## src/rtl/control_trace_encoder.sv

```systemverilog
// Re-encodes the decoded control bundle into its MIPS opcode/func pair, tags it with the PC,
// and queues the records for a valid/ready trace consumer. It never stalls the core.
module control_trace_encoder #(
  parameter int unsigned DEPTH = 4
) (
  input  logic        clk,
  input  logic        reset,
  input  logic        trace_en,
  input  logic        in_valid,
  input  logic [31:0] in_pc,
  input  logic [5:0]  in_func,
  input  logic [1:0]  RegDst,
  input  logic [1:0]  Jump,
  input  logic [1:0]  MemtoReg,
  input  logic        ALUSrc,
  input  logic        RegWrite,
  input  logic        MemRead,
  input  logic        MemWrite,
  input  logic        BranchEQ,
  input  logic        BranchNE,
  input  logic [3:0]  ALUOp,
  output logic        trace_valid,
  input  logic        trace_ready,
  output logic [5:0]  trace_op,
  output logic [5:0]  trace_func,
  output logic [31:0] trace_pc,
  output logic        trace_illegal,
  output logic [15:0] drop_count,
  input  logic        clr_drops
);

  localparam int unsigned AW = $clog2(DEPTH);
  localparam int unsigned CW = AW + 1;
  localparam int unsigned RW = 45;

  // These fields carry no information the opcode re-encoding needs.
  logic unused_ctrl;
  assign unused_ctrl = ^{MemtoReg, ALUSrc, BranchEQ, BranchNE};

  logic [5:0] enc_op;
  logic [5:0] enc_func;
  logic       enc_ill;

  always_comb begin
    enc_op   = 6'h00;
    enc_func = 6'h00;
    enc_ill  = 1'b0;
    case (Jump)
      2'b10: enc_func = 6'h08;
      2'b01: enc_op = RegWrite ? 6'h03 : 6'h02;
      2'b11: enc_ill = 1'b1;
      default: begin
        case (ALUOp)
          4'b0000: begin
            if (RegDst == 2'b01) enc_func = in_func;
            else                 enc_ill  = 1'b1;
          end
          4'b0001: enc_op = 6'h08;
          4'b0010: enc_op = 6'h0d;
          4'b0011: enc_op = 6'h0f;
          4'b0100: enc_op = 6'h0c;
          4'b0101: enc_op = 6'h04;
          4'b0110: enc_op = 6'h05;
          4'b0111: begin
            enc_op  = 6'h23;
            enc_ill = ~MemRead;
          end
          4'b1000: begin
            enc_op  = 6'h2b;
            enc_ill = ~MemWrite;
          end
          default: enc_ill = 1'b1;
        endcase
      end
    endcase
    if (enc_ill) begin
      enc_op   = 6'h3f;
      enc_func = 6'h00;
    end
  end

  logic [RW-1:0] mem [DEPTH];
  logic [AW-1:0] wr_ptr_q, wr_ptr_d;
  logic [AW-1:0] rd_ptr_q, rd_ptr_d;
  logic [CW-1:0] count_q, count_d;
  logic          push_req, push_acc, pop, full, drop;
  logic [RW-1:0] new_rec;
  logic [RW-1:0] head_next;

  assign new_rec  = {enc_ill, in_pc, enc_func, enc_op};
  assign push_req = trace_en & in_valid;
  assign pop      = trace_valid & trace_ready;
  assign full     = (count_q == CW'(DEPTH));
  assign push_acc = push_req & (~full | pop);
  assign drop     = push_req & ~push_acc;

  always_comb begin
    wr_ptr_d = push_acc ? wr_ptr_q + AW'(1) : wr_ptr_q;
    rd_ptr_d = pop ? rd_ptr_q + AW'(1) : rd_ptr_q;
    count_d  = count_q;
    case ({push_acc, pop})
      2'b10:   count_d = count_q + CW'(1);
      2'b01:   count_d = count_q - CW'(1);
      default: count_d = count_q;
    endcase
    // A record being written into the slot that becomes the head is forwarded directly.
    if (push_acc && (wr_ptr_q == rd_ptr_d)) head_next = new_rec;
    else                                    head_next = mem[rd_ptr_d];
  end

  always_ff @(posedge clk) begin
    if (push_acc) mem[wr_ptr_q] <= new_rec;
  end

  always_ff @(posedge clk or posedge reset) begin
    if (reset) begin
      wr_ptr_q      <= '0;
      rd_ptr_q      <= '0;
      count_q       <= '0;
      trace_valid   <= 1'b0;
      trace_op      <= '0;
      trace_func    <= '0;
      trace_pc      <= '0;
      trace_illegal <= 1'b0;
      drop_count    <= '0;
    end else begin
      wr_ptr_q    <= wr_ptr_d;
      rd_ptr_q    <= rd_ptr_d;
      count_q     <= count_d;
      trace_valid <= (count_d != '0);
      if (count_d != '0) begin
        trace_op      <= head_next[5:0];
        trace_func    <= head_next[11:6];
        trace_pc      <= head_next[43:12];
        trace_illegal <= head_next[44];
      end
      if (clr_drops)                          drop_count <= '0;
      else if (drop && drop_count != 16'hFFFF) drop_count <= drop_count + 16'd1;
    end
  end

endmodule

```

## config.mk

```make
export PLATFORM = sky130hd
export DESIGN_NAME = control_trace_encoder
export DESIGN_NICKNAME = d
export VERILOG_FILES = /design/src/rtl/control_trace_encoder.sv
export SDC_FILE = /design/constraint.sdc
export NUM_CORES = 1
export LEC_CHECK = 0
export CAP_MARGIN = 20
export CORE_ASPECT_RATIO = 0.6
export CORE_MARGIN = 3
export CORE_UTILIZATION = 56
export DETAILED_ROUTE_END_ITERATION = 8
export GPL_TIMING_DRIVEN = 0
export PLACE_DENSITY = 0.84
export SYNTH_ARGS = -nofsm -noshare
export SYNTH_HDL_FRONTEND = slang
export SYNTH_SLANG_ARGS = --single-unit
```

## constraint.sdc

```tcl
create_clock -name clk -period 3.6 [get_ports clk]
set_input_delay 0.36 -clock clk [delete_from_list [all_inputs] [get_ports clk]]
set_output_delay 0.36 -clock clk [all_outputs]
set_load 0.005 [all_outputs]
```

# ---- Word-level counts from Yosys, hierarchy flattened
# Memories as Yosys holds them, arrays and structs flattened. A register that Yosys moved wholly into a read port is not among the register bits.
# Cells that the tools add are included.
dict set report classes {
  n_addsub 5
  n_eq_ne 16
  muxes 17
  n_bitwise 9
  reduce_logical 8
}
# operator n
set ops {}
lappend ops {{$pmux W6 S8} 1}
lappend ops {{$mux W16} 2}
lappend ops {{$mux W6} 4}
lappend ops {{$pmux W6 S2} 2}
lappend ops {{$add A16 B1 Y16 const B} 1}
lappend ops {{$eq A4 B3 Y1 const B} 4}
lappend ops {{$ne A16 B16 Y1 const B} 1}
lappend ops {{$eq A4 B2 Y1 const B} 2}
lappend ops {{$eq A2 B1 Y1 const B} 3}
lappend ops {{$eq A2 B2 Y1 const B} 3}
lappend ops {{$pmux W3 S2} 1}
lappend ops {{$reduce_or A2 Y1} 3}
lappend ops {{$reduce_or A6 Y1} 1}
lappend ops {{$add A2 B1 Y2 const B} 2}
lappend ops {{$and A1 B1 Y1} 4}
lappend ops {{$eq A4 B1 Y1 const B} 1}
lappend ops {{$eq A4 B4 Y1 const B} 1}
lappend ops {{$logic_not A4 Y1} 1}
lappend ops {{$mux W1} 4}
lappend ops {{$not A1 Y1} 4}
lappend ops {{$pmux W1 S4} 1}
lappend ops {{$add A3 B1 Y3 const B} 1}
lappend ops {{$eq A3 B3 Y1 const B} 1}
lappend ops {{$reduce_bool A3 Y1} 1}
lappend ops {{other kinds (6)} 6}
dict set report totals {
  regBits 24
  mem_bits_rw 180
  in_bits 60
  elab_cells 61
  n_memories 1
}
# memory depth word_bits read_ports rd_clocked_by_memory_dff wr line
set memory_table {}
lappend memory_table {mem 4 45 1 1 1 82} ;# logic [RW-1:0] mem [DEPTH];

# ---- Longest topological paths before layout
# Gate-level depths: netlist of the first run.
dict set report depth {
  depth_word 9
  depth_mapped 13
  mapped_depth_nobuf 11
}

# ---- Worst setup path after synthesis of the first run
# Ideal clock, no wire load.
dict set report synth_path {
  path_type {reg-to-reg}
  startpoint {reg trace_valid}
  endpoint {reg trace_op[2], read port of mem}
  setup_time_ns 0.130
  arrival_time_ns 2.837
  slack_ns 0.633
  path_stages_with_launch 14
  path_buffers 2
  synth_period_minus_slack_ns 2.967
  path_cell_list {dfrtp_1 -> a211oi_2 -> a21oi_2 -> inv_1 -> ha_1 -> inv_1 -> fa_1 -> xor2_1 -> o21a_1 -> or4_1 -> buf_2 -> clkbuf_1 -> o31ai_1 -> o22ai_1}
}
dict set report synth_via {
  elab_chain_cells 6
}
# item line
set synth_lines {}
lappend synth_lines {{start: declaration} 22} ;# output logic trace_valid,
lappend synth_lines {{start signal: assignment} 130} ;# trace_valid <= (count_d != '0);
lappend synth_lines {{$and A1 B1 Y1 *} 92} ;# assign pop = trace_valid & trace_ready;
lappend synth_lines {{$or A1 B1 Y1} 94} ;# assign push_acc = push_req & (~full | pop);
lappend synth_lines {{$and A1 B1 Y1} 94}
lappend synth_lines {{$eq A2 B1 Y1 / $eq A2 B2 Y1 (equally long branches)} 101} ;# case ({push_acc, pop})
lappend synth_lines {{$pmux W3 S2} 101}
lappend synth_lines {{$reduce_bool A3 Y1} 131} ;# if (count_d != '0) begin
lappend synth_lines {{end: declaration} 24} ;# output logic [5:0] trace_op,
# Every way passes the cells marked *; elsewhere a longest branch is shown, timed or not.
# A chain may end at the register's enable or synchronous reset.

# ---- Worst setup path in the final report of the first run
dict set report layout_path {
  startpoint {reg trace_valid}
  endpoint {reg trace_pc[1], read port of mem}
}
dict set report layout_via {
  elab_chain_cells 6
}
# item line
set layout_lines {}
lappend layout_lines {{$and A1 B1 Y1 *} 92}
lappend layout_lines {{$or A1 B1 Y1} 94}
lappend layout_lines {{$and A1 B1 Y1} 94}
lappend layout_lines {{$eq A2 B1 Y1 / $eq A2 B2 Y1 (equally long branches)} 101}
lappend layout_lines {{$pmux W3 S2} 101}
lappend layout_lines {{$reduce_bool A3 Y1} 131}
lappend layout_lines {{end: declaration} 26} ;# output logic [31:0] trace_pc,
# Marks and branches as above.

==> metrics.txt, run 1 <==
final wirelength=22.7 mm; Syn-to-layout area delta=22.6%; Final nets=853; crit end category=register; cts hold-fix bufs=0; syn avg cell area=15.8 um^2; Port Buf Inserts=114; Clock Skews=0.0163 ns; drt first pass iters=5; Via density=6.06; Worst VDD drop=0.404 mV; setup TNS=0 ns; largest net degree at the start of global routing=69; period utilization=94.4%; fin crit period=3.40 ns; Remaining DRCs=0; DIE AREA=0.0198 mm^2; DP Wirelength=14.9 mm; number of buffers and inverters on the critical path=4; Critical Path RT=3.98 ns; clock slew at reported path FFs=0.07 ns; clk buf depth=3; Tot GR Track Use=22.8%; Slowest-stage cell, CP=or4_1; Max Cap Viol=0; initial antenna violation count=1; final core occ=71.2%; Mapped Nets=710; endpoints failing hold=0; placed cell areas=0.0117 mm^2; Pwr Density=811 mW/mm^2; number of synthesized flops with an enable pin=176; Top FF cell, synth=edfxtp_1; Max Clk Rate=294 MHz; root buf cell=clkbuf_16; share of layout cells above drive strength 1=17.2%; Hold Crit Class=primary input to async pin; RSZ-0062 raised after global routing=no; Seq cells post-synth=244; setup violators final=0; first-pass GRT wire length=35.1 mm; H-tree depth=1; async set-or-reset flop fraction in the synthesized netlist=27.9%; DRT antenna net count=0; TritonCTS clock tree=yes; via count=6281; sequential fraction of the synthesis area=68.9%; Distinct cells, synth=61; status=finished clean; Die Span X=180 um; Post-Synthesis Cell Area=0.0101 mm^2; DR iter-0 viols=554; Chip Height=110 um; Avg WL per Cell=21.9 um; total gr overflow=0; Overall Power=10.1 mW; Slew Viols, Final=0; core area=0.0175 mm^2; num rows=37; vias in the first global route=6364; # IOs=122; Final GP Congestion=0.837; CTS Buf Count=22; leakage power=4.48 nW; Crit Path Max Fanout=10; Syn Inst Count=643; CTS Sinks=244; Yosys warnings=0; ANT cells=0; crit path cell chain=a211oi_4 > a21oi_4 > inv_1 > ha_1 > inv_1 > fa_1 > xor2_1 > o21a_1 > or4_1 > buf_2 > buf_2 > nor2_1 > a31oi_2; max_slew headroom=38.9%; Worst-Skew Late Latency=0.51 ns; final instance area=0.0124 mm^2; Setup CP Type=register to register; CP max stage delay=0.52 ns; Worst Tran Pin Value=0.916 ns; WP data arrival=3.78 ns; cell family with most CP delay=compound AO/OA/AOI/OAI gates; Fin Hold WS=0.402 ns; Starting Density=58.1%; CP startpoint kind=register
-- power by group --
part           internal (mW)  switching [mW]  leakage [nW]
Combinational           1.93            1.90          1.68
Clock                   1.37            1.01         0.364
Sequential              3.58           0.285          2.43
-- repair_timing --
item                                    in CTS  in global routing
resized for setup                            2                 12
cloned                                       0                  0
endpoints found under the setup margin       5                 44
hold endpoints to repair                     0                  0
pin swaps                                    0                  1
setup buffers                                0                  1
-- cells in the mapped netlist (3+ instances only) --
library cell | instances | area, um^2
edfxtp_1 | 176 | 5290
nand2_1 | 80 | 300
dfrtp_1 | 68 | 1700
nor2_1 | 57 | 214
mux4_2 | 43 | 968
a31oi_1 | 26 | 163
inv_1 | 13 | 48.8
and2_1 | 12 | 75.1
xor2_1 | 12 | 105
a31oi_2 | 10 | 125
a21oi_1 | 9 | 45.0
buf_4 | 9 | 67.6
buf_6 | 9 | 101
clkbuf_1 | 9 | 33.8
nor3_1 | 8 | 40.0
mux2i_1 | 7 | 70.1
o21ai_0 | 7 | 35.0
and4_1 | 6 | 52.6
buf_2 | 6 | 30.0
ha_1 | 6 | 75.1
o22ai_1 | 5 | 31.3
o2111ai_1 | 4 | 35.0
and3_1 | 3 | 18.8
nand3_1 | 3 | 15.0
nand4_1 | 3 | 18.8
nand4b_1 | 3 | 26.3
o211ai_1 | 3 | 22.5
or2_1 | 3 | 18.8
xnor2_1 | 3 | 26.3
-- cells in the final DEF, fill, tap and decap left out, types with 5 or more instances in the layout --
cell type	Yosys	routed
edfxtp_1	176	176
clkdlybuf4s50_1	0	113
nand2_1	80	80
dfrtp_1	68	67
nor2_1	57	57
mux4_2	43	43
a31oi_1	26	26
clkbuf_16	0	22
xor2_1	12	12
inv_1	13	12
buf_4	9	10
a31oi_2	10	10
buf_6	9	9
a21oi_1	9	9
and2_1	12	8
buf_2	6	8
nor3_1	8	8
clkbuf_1	9	7
mux2i_1	7	7
o21ai_0	7	7
and4_1	6	6
ha_1	6	6
o22ai_1	5	5
clkinv_2	0	5
-- path summary, 6_finish.rpt --
path	startpoint	endpoint	slack, ns	cells after the start
worst max register to register	trace_valid$_DFF_PP0_	trace_pc[1]$_DFFE_PP0P_	0.20	13
worst min register to register	trace_func[4]$_DFFE_PP0P_	trace_func[4]$_DFFE_PP0P_	0.53	2
max in group asynchronous	reset	trace_valid$_DFF_PP0_	2.53	2
worst max-delay path	trace_valid$_DFF_PP0_	trace_pc[1]$_DFFE_PP0P_	0.20	13
min in group clk	in_pc[3]	mem[0][15]$_DFFE_PP_	0.52	1
worst min-delay path	reset	drop_count[15]$_DFFE_PP0P_	0.40	2
-- layer usage --
| metal | share of wire [%] | track usage, % |
|---|---|---|
| met1 | 43 | 33.8 |
| met2 | 47 | 36.5 |
| met3 | 8.5 | 4.00 |
| met4 | 1.3 | 5.02 |
| met5 | 0.057 | 0 |
-- kinds of logic after synthesis --
kind of cell / synth area share [%]
AO/OA/AOI/OAI: 6.00
XOR/XNOR: 1.84
adder cells (fa/ha/maj): 0.938
buffers and inverters: 2.81
flip-flops: 68.9
multiplexers: 10.6
AND/OR/NAND/NOR: 8.91
-- area by class of cell --
cell class	count	area, um^2
buffer	33	239
clock buffer	26	576
clock inverter	14	158
fill	1061	5020
inverter	14	55.1
multi-input combinational	352	2890
sequential	244	6990
tap	234	293
timing repair buffer	119	1230
-- sequential cells by signal, indices dropped and copies added (netlist names) --
name,count
trace_pc,32
trace_op,6
trace_valid,1
drop_count,16
mem,176
wr_ptr_q,2
count_q,3
trace_func,6
rd_ptr_q,2
-- stage by stage --
stage / setup WS, ns / cells
2_1_floorplan: 0.633 / 643
3_3_place_gp: -0.246 / 991
3_5_place_dp: -0.444 / 995
4_1_cts: 0.0711 / 1035
5_1_grt: 0.000968 / 1036
6_report: 0.201 / 1036
-- worst register-to-register path: stages, from the launching register on --
cell      delay (ns)
dfrtp_2         0.48
a211oi_4        0.33
a21oi_4         0.16
inv_1           0.08
ha_1            0.21
inv_1           0.08
fa_1            0.38
xor2_1          0.17
o21a_1          0.18
or4_1           0.52
buf_2           0.21
buf_2           0.25
nor2_1          0.18
a31oi_2         0.05
No activity file was read; power rests on OpenSTA's default activity.
==> run 2: changes to the inputs <==
clock period = 3.65 ns   (was 3.6 ns; I/O delays follow)
==> run 2 against run 1 <==
Critical path depth grew 1. Core utilization shrank 0.057 points. Register-to-register slack gained 0.02 ns. Global-route usage is the same. Clock skew shrank 0.00058 ns.
==> metrics.txt, run 2 (synthesized netlist as in run 1, its figures left out) <==
leakage power=4.46 nW; non-filler instance count after layout=1035; P_sw=3.14 mW; H-tree depth=1; CP startpoint kind=primary input; setup violators final=0; Largest Register=mem; Setup CP Type=primary input to register; cell family with most CP delay=buffers and inverters; Avg WL per Cell=21.9 um; first-pass GRT wire length=35.1 mm; largest net degree at the start of global routing=69; cell count of the worst reg-to-reg path=13; CTS Buf Count=22; Tot GR Track Use=22.8%; CTS Sinks=244; vias in the first global route=6364; Critical Path RT=4.03 ns; Final GP Congestion=0.837; number of flip-flops in the largest register=176; Syn-to-layout area delta=22.5%; cts hold-fix bufs=0; commonest non-fill, non-tap cell in the layout=edfxtp_1; Worst-Skew Late Latency=0.51 ns; Worst Tran Pin Value=0.919 ns; DRT antenna net count=0; Hold Crit Class=primary input to async pin; crit end category=register; Slowest-stage cell, CP=clkdlybuf4s50_1; Max Clk Rate=290 MHz; ANT cells=0; Final nets=852; max_slew headroom=38.7%; core area=0.0175 mm^2; Port Buf Inserts=114; Overall Power=9.93 mW; DR iter-0 viols=631; Crit Path Max Fanout=10; Clock Skews=0.0157 ns; r2r setup slk=0.22 ns; Pwr Density=799 mW/mm^2; clock slew at reported path FFs=0.07 ns; RSZ-0062 raised after global routing=no; share of total power in sequential cells=38.4%; TritonCTS clock tree=yes; number of buffers and inverters on the critical path=5; Sw Share=31.6%; Fin Hold WS=0.401 ns; Via density=6.10; Chip Height=110 um; FF-to-FF Start=trace_valid$_DFF_PP0_; Slew Viols, Final=0; CP max stage delay=0.60 ns; initial antenna violation count=1; fin crit period=3.45 ns; via count=6315; Max Cap Viol=0; Clock power frac=23.6%; root buf cell=clkbuf_16; Die Span X=180 um; period utilization=94.5%; endpoints failing hold=0; WP data arrival=3.83 ns; Power Internal=6.79 mW; placed instance count=995; # IOs=122; final wirelength=22.6 mm; drt first pass iters=6; setup TNS=0 ns; Remaining DRCs=0; share of layout cells above drive strength 1=17.1%; DP Wirelength=14.9 mm; DIE AREA=0.0198 mm^2; post-CTS setup buffer count=0; most frequent cells in the layout=176 x edfxtp_1, 114 x clkdlybuf4s50_1, 80 x nand2_1, 67 x dfrtp_1, 57 x nor2_1; combinational share of power=37.9%; crit path cell chain=clkdlybuf4s50_1 > a211oi_4 > a21oi_4 > inv_1 > ha_1 > inv_1 > fa_1 > xor2_1 > o21a_1 > or4_1 > buf_2 > buf_2 > nor2_1 > a31oi_2; clk buf depth=3; Starting Density=58.1%; Worst VDD drop=0.398 mV; num rows=37; total gr overflow=0; reg2reg end=trace_pc[1]$_DFFE_PP0P_; status=finished clean; top flop regs=mem x176, trace_pc x32, drop_count x16
==> run 2: cell types whose count changed in the layout (fill, tap and decap cells not counted), sizes merged <==
| cell | before | now |
|---|---|---|
| dlymetal6s2s | 1 | 0 |
| buf | 31 | 30 |
| clkdlybuf4s50 | 113 | 114 |
==> run 2: worst max-delay path by stage <==
stage                          startpoint                      end  slack, ns  cells after the start
finish                        trace_ready  trace_pc[1]$_DFFE_PP0P_       0.20                     14
global route        trace_valid$_DFF_PP0_  trace_pc[1]$_DFFE_PP0P_      0.005                     13
CTS                 trace_valid$_DFF_PP0_  trace_pc[1]$_DFFE_PP0P_      0.007                     13
detailed placement            trace_ready  trace_pc[1]$_DFFE_PP0P_      -0.40                     14
global placement              trace_ready  trace_op[5]$_DFFE_PP0P_      -0.20                     14
floorplan           trace_valid$_DFF_PP0_  trace_op[2]$_DFFE_PP0P_       0.68                     13
==> run 2: worst register-to-register path, delay by kind of cell, from the launching register on <==
kind / cells / cell delay, ns
flops: 1 / 0.48
xor+xnor: 1 / 0.17
compound gates: 4 / 0.74
simple gates: 2 / 0.71
fa+ha+maj: 2 / 0.59
buf+inv: 4 / 0.62
==> run 2: cell type report <==
| cell class | count | area (um^2) |
|---|---|---|
| timing repair buffer | 118 | 1220 |
| tap | 234 | 293 |
| fill | 1062 | 5030 |
| clock inverter | 14 | 158 |
| sequential | 244 | 6990 |
| multi-input combinational | 352 | 2890 |
| clock buffer | 26 | 576 |
| buffer | 33 | 239 |
| inverter | 14 | 55.1 |
==> run 2: timing repair <==
item | in CTS | in global routing
setup endpoints to repair | 0 | 41
endpoints found under the hold margin | 0 | 0
resized for setup | 0 | 15
==> run 2: power groups by stage <==
stage | Combinational, mW | Clock [mW] | Sequential, mW
2_1_floorplan | 2.39 | 0 | 3.82
3_3_place_gp | 3.58 | 0 | 3.83
3_5_place_dp | 3.73 | 0 | 3.86
4_1_cts | 3.77 | 2.37 | 3.81
5_1_grt | 4.10 | 2.50 | 3.86
6_report | 3.77 | 2.35 | 3.82
==> run 2: per-layer routing <==
layer	GRT usage (%)	routed length, um	up-vias
li1	-	-	2744
met1	33.8	9850	3215
met2	36.5	10600	316
met3	4.00	1830	38
met4	5.02	308	2
met5	0	13	-
==> run 2: through the flow <==
stage / setup WS (ns) / cell area (um^2) / util [%]
after floorplan: 0.683 / 10100 / -
after global placement: -0.201 / 11600 / 66.3
after detailed placement: -0.399 / 11700 / 66.8
after CTS: 0.00735 / 12400 / 71.0
after global routing: 0.00535 / 12400 / 71.2
final: 0.200 / 12400 / 71.2
